`config.mk`:
```
export PLATFORM = sky130hd
export DESIGN_NAME = led_step_counter
export DESIGN_NICKNAME = d
export VERILOG_FILES = /design/src/rtl/led_step_counter.sv
export SDC_FILE = /design/constraint.sdc
export NUM_CORES = 1
export LEC_CHECK = 0
export ABC_AREA = 1
export CAP_MARGIN = 20
export CORE_MARGIN = 4
export CORE_UTILIZATION = 40
export CTS_CLUSTER_DIAMETER = 120
export DETAILED_ROUTE_END_ITERATION = 7
export GPL_TIMING_DRIVEN = 0
export HOLD_SLACK_MARGIN = 0.15
export MAX_ROUTING_LAYER = met4
export PLACE_DENSITY = 0.78
export SKIP_CTS_REPAIR_TIMING = 1
export SLEW_MARGIN = 20
export SYNTH_ARGS = -nofsm -noshare
export SYNTH_HDL_FRONTEND = slang
export SYNTH_SLANG_ARGS = --single-unit
```
`constraint.sdc`:
```
create_clock -name clk -period 1.7 [get_ports clk]
set_input_delay 0.17 -clock clk [delete_from_list [all_inputs] [get_ports clk]]
set_output_delay 0.17 -clock clk [all_outputs]
set_load 0.005 [all_outputs]
```
`src/rtl/led_step_counter.sv`:
```
// Prescaled or stepped up/down LED counter with load and bit-order option.
// Ports: clk, rst(n sync), en, up, load, load_val, step -> count, led, tick, carry. Macro: LED_COUNTER_SAT_EN.
module led_step_counter #(
  parameter int WIDTH    = 4,
  parameter int PRESCALE = 4,
  parameter bit REVERSE  = 1'b1
) (
  input  logic             clk,
  input  logic             rst,
  input  logic             en,
  input  logic             up,
  input  logic             load,
  input  logic [WIDTH-1:0] load_val,
  input  logic             step,
  output logic [WIDTH-1:0] count,
  output logic [WIDTH-1:0] led,
  output logic             tick,
  output logic             carry
);

  localparam int PW =
    (PRESCALE > 1) ? $clog2(PRESCALE) : 1;
  localparam logic [PW-1:0] PSC_LAST =
    PW'(PRESCALE - 1);
  localparam logic [PW-1:0] PSC_ONE = PW'(1);
  localparam logic [WIDTH-1:0] CNT_MAX = '1;
  localparam logic [WIDTH-1:0] CNT_ONE =
    WIDTH'(1);

  logic [PW-1:0]    psc_q, psc_d;
  logic [WIDTH-1:0] count_q, count_d;
  logic             s1_q, s1_d;
  logic             s2_q, s2_d;
  logic             s3_q, s3_d;
  logic             tick_q, tick_d;
  logic             carry_q, carry_d;

  logic             psc_hit;
  logic             step_rise;
  logic             advance;
  logic             at_limit;
  logic [WIDTH-1:0] count_nxt;

  always_comb begin
    psc_hit   = en && (psc_q == PSC_LAST);
    step_rise = s2_q && !s3_q;
    advance   = psc_hit || step_rise;
    at_limit  = up ? (count_q == CNT_MAX)
                   : (count_q == '0);
    count_nxt = up ? count_q + CNT_ONE
                   : count_q - CNT_ONE;
`ifdef LED_COUNTER_SAT_EN
    // Pin at the rail instead of wrapping.
    if (at_limit) count_nxt = count_q;
`endif
  end

  always_comb begin
    s1_d = step;
    s2_d = s1_q;
    s3_d = s2_q;

    psc_d   = psc_q;
    count_d = count_q;
    tick_d  = 1'b0;
    carry_d = 1'b0;

    if (load) begin
      psc_d = '0;
    end else if (en) begin
      psc_d = psc_hit ? '0 : psc_q + PSC_ONE;
    end

    // Load wins over any step in the same cycle.
    if (load) begin
      count_d = load_val;
    end else if (advance) begin
      count_d = count_nxt;
      tick_d  = 1'b1;
      carry_d = at_limit;
    end
  end

  always_ff @(posedge clk) begin
    if (!rst) begin
      psc_q   <= '0;
      count_q <= '0;
      s1_q    <= 1'b0;
      s2_q    <= 1'b0;
      s3_q    <= 1'b0;
      tick_q  <= 1'b0;
      carry_q <= 1'b0;
    end else begin
      psc_q   <= psc_d;
      count_q <= count_d;
      s1_q    <= s1_d;
      s2_q    <= s2_d;
      s3_q    <= s3_d;
      tick_q  <= tick_d;
      carry_q <= carry_d;
    end
  end

  assign count = count_q;
  assign tick  = tick_q;
  assign carry = carry_q;

  for (genvar i = 0; i < WIDTH; i++) begin : g_led
    if (REVERSE) begin : g_rev
      assign led[WIDTH-1-i] = count_q[i];
    end else begin : g_fwd
      assign led[i] = count_q[i];
    end
  end

endmodule

```
After elaboration in Yosys (flattened, before gate mapping). Cells that the tools add are included. W data, S select, Z words.

Register bits: 11. Output and inout bits: 10. Word-level logic and storage cells: 28.

$add $sub $neg: 3. Equality and inequality tests: 2. Mux-type cells: 6. Bitwise logic cells: 2. Reduce and logical (&&, ||, !) cells: 8.

Operators by type and width (count): $mux W4 (3); $add A4 B1 Y4 const B (1); $eq A4 B4 Y1 const B (1); $logic_not A4 Y1 (1); $sub A4 B1 Y4 const B (1); $reduce_or A3 Y1 (1); $add A2 B1 Y2 const B (1); $eq A2 B2 Y1 const B (1); $logic_and A1 B1 Y1 (2); $mux W1 (2); $mux W2 (1); $not A1 Y1 (2); $reduce_bool A2 Y1 (1); $reduce_or A2 Y1 (1); $logic_not A1 Y1 (1); $logic_or A1 B1 Y1 (1).

Logic depth before layout (Yosys ltp).
Depth after elaboration: 5. Depth in mapped cells: 8. Mapped depth without buffers: 8.

Worst setup path before layout. No wires, ideal clock.

Path type: flip-flop to flip-flop. From: reg count_q[0], in the netlist count[0]. To: reg count_q[2], in the netlist count[2]. Arrival: 1119 ps. Data required time: 1589 ps. Setup slack: 469 ps. Cell stages (with the launch flop): 6. Clock period less this slack: 1231 ps. Cells stage by stage: dfxtp_1 > fa_1 > xnor2_1 > nor2_2 > nor2_1 > nor2_1.

Longest elaborated chain between the ends: 4.

RTL lines: start, declared (RTL line 31) `logic [WIDTH-1:0] count_q, count_d;`; start signal, assigned (RTL line 95) `count_q <= count_d;`; $sub A4 B1 Y4 / $add A4 B1 Y4 (equally long branches) (RTL line 51, 50); $mux W4 * (RTL line 50) `count_nxt = up ? count_q + CNT_ONE`; $mux W4 * (RTL line 77) `end else if (advance) begin`; $mux W4 * (RTL line 75) `if (load) begin`.

Mark *: on every way between the ends. The rest lies on a longest branch, timed or not. The select of a mux whose other input is x is not followed. A chain may end at the register's enable or synchronous reset.

Worst setup path in the final report.
From: reg count_q[0], in the netlist count[0]. To: out led[3].

RTL lines: end, declared (RTL line 16) `output logic [WIDTH-1:0] led,`.

No word-level cell between the ends.

==> impl_metrics.csv <==
group,metric,value,unit
timing,fin_skew,0.915,ps
place,gp_congestion,0.756,
setup_path,arrival,1380,ps
detailed_routing,postRouteAntennaNets,0,
timing,slew_headroom,0.818,
global_route,grt-ovfl-total,0,
setup_path,critPathLaunchType,"register",
floorplan,die-width,47.8,um
synthesis,synth.net_count,101,
global_route,track_usage,0.125,
cells_and_area,num-nets-final,124,
detailed_routing,wl_per_cell,8.75,um
global_route,grt_max_degree,9,
timing,fmax,0.646,GHz
synthesis,synth_warnings,0,
cells_and_area,n_antenna_cell,0,
synthesis,synth_most_common_cell,"nand2_1",
detailed_routing,first_iter_violations,8,
floorplan,die-area,2290,um^2
place,dp_hpwl,927,um
global_route,grt_pass1_wl,1.95,mm
cells_and_area,final_core_util,0.571,
cts,clk_pin_slew,70,ps
floorplan,die_y,47.8,um
timing,rsz0062_at_grt,"false",
floorplan,start_util,0.421,
status,status,"finished, final reports clean",
floorplan,io_pins,20,
setup_path,critPathKind,"reg -> out",
place,io_buffers,18,
cts,cts_tree,"yes",
cts,cts_buffers,3,
timing,period_share,0.911,
synthesis,synth_edf_count,0,
run,drv_cap,0,
synthesis,netlist_area,634,um^2
timing,fin_ws,151,ps
synthesis,synth.distinct_cells,22,
cells_and_area,instances_no_fill,125,
cts,cts_max_level,1,
setup_path,cp.required,1530,ps
synthesis,yosys.area.top_type_share,0.347,
cts,cts_root_buffer,"clkbuf_4",
detailed_routing,firstDrtPassIters,4,
power_and_ir_drop,cellLeakagePower,0.410,nW
detailed_routing,routed_wl,1.09,mm
synthesis,synth_largest_area_cell,"dfxtp_1",
setup_path,cp-end-kind,"output port",
synthesis,yosys_register_bits,11,
timing,fin_crit,1550,ps
cells_and_area,area_growth,35.7,%
synthesis,synth_top_flop_cell,"dfxtp_1",
place,dpl_worst_slack,33.2,ps
timing,finalSetupViolCount,0,
place,placed_cells_incl_taps,121,
timing,drv_slew,0,
synthesis,synthTopCellsByArea,"dfxtp_1 (35%), nand2_1 (14%), nor2_1 (7.1%)",
cts,clockBufferDepth,2,
cts,clock_latency,260,ps
synthesis,synthArstFlopShare,0,
floorplan,rows,14,
power_and_ir_drop,power_density,694,nW/um^2
synthesis,seq_area_frac_synth,0.347,
setup_path,critPathMaxFanout,8,
cells_and_area,seqCellArea,220,um^2
synthesis,netlist_top_cells_count,"nand2_1 (23), nor2_1 (12), dfxtp_1 (11), inv_1 (9), nand3_1 (5)",
cells_and_area,multi_input_area,338,um^2
synthesis,syn_avg_cell_area,7.29,um^2
timing,finalHoldViolations,0,
timing,worstMarginPinSlew,272,ps
timing,tns,0,ps
detailed_routing,vias,578,
worst_hold_path,min_path_type,"in -> reg",
global_route,antenna_found_initial,0,
cts,cts_sinks,11,
cells_and_area,drive_gt1_frac,0.174,
synthesis,postSynthCellCount,87,
power_and_ir_drop,power.total,0.598,mW
cells_and_area,n_fill_cell,144,
place,dpl_cell_area,835,um^2
power_and_ir_drop,ir_drop,0.000502,V
timing,hold_ws,189,ps
global_route,grt_pass1_vias,498,
detailed_routing,via_per_inst,4.62,
cells_and_area,fin_area,861,um^2
detailed_routing,drc,0,
floorplan,design.core.area,1510,um^2
## worst max-delay path, cell delays in order (launching register included)
cell and delay [ps]:
dfxtp_1 480, buf_4 160, clkdlybuf4s50_1 480
## state kept, by name, summed over array words and instances, names as in the netlist
| signal | count |
|---|---|
| s3_q | 1 |
| carry | 1 |
| s2_q | 1 |
| s1_q | 1 |
| count | 4 |
| tick | 1 |
| psc_q | 2 |
## routing by layer
metal	share of wire	wire length, um	global-route usage	vias up
met5	0	0	-	-
met4	0.010	11	0.0645	0
met3	0.11	116	0.0338	2
met2	0.43	473	0.193	19
met1	0.45	493	0.148	245
li1	-	-	-	312
## power breakdown
| part | switching [mW] | total [mW] | internal [mW] |
|---|---|---|---|
| registers | 0.0157 | 0.286 | 0.270 |
| clock network | 0.0835 | 0.174 | 0.0908 |
| logic | 0.0579 | 0.138 | 0.0798 |
| total | 0.157 | 0.598 | 0.441 |
## cells in the final DEF, fill, tap and decap left out, types with 2 or more instances in the layout
| cell type | count |
|---|---|
| nand4_1 | 2 |
| inv_2 | 2 |
| nor2_1 | 12 |
| buf_4 | 4 |
| nand2_2 | 4 |
| clkdlybuf4s50_1 | 18 |
| nand3_1 | 5 |
| ha_1 | 3 |
| nand2_1 | 23 |
| clkbuf_4 | 3 |
| dfxtp_1 | 11 |
| inv_1 | 9 |
## final cells by class
class                   count  area share
clock buffers               4      0.0305
repair buffers             18       0.209
plain buffers               5      0.0407
inverters                  11      0.0480
well taps                  16      0.0233
multi-input cells          60       0.392
flip-flops and latches     11       0.256
## logic make-up after synthesis
| kind of cell | synth area share |
|---|---|
| adders and majority gates | 0.0907 |
| AOI/OAI and AO/OA | 0.0710 |
| DFF | 0.347 |
| buffers and inverters | 0.120 |
| xor gates and xnor gates | 0.0138 |
| and+or+nand+nor | 0.357 |
## worst paths after layout
| path | end | depth (start not counted) | slack, ps | start |
|---|---|---|---|---|
| setup / recovery | led[3] | 2 | 150 | count[0] |
| hold / removal | s1_q | 3 | 190 | rst |
| setup reg to reg | count[2] | 5 | 410 | count[0] |
| hold reg to reg | s2_q | 2 | 420 | s1_q |
(Power assumes the default switching activity.)
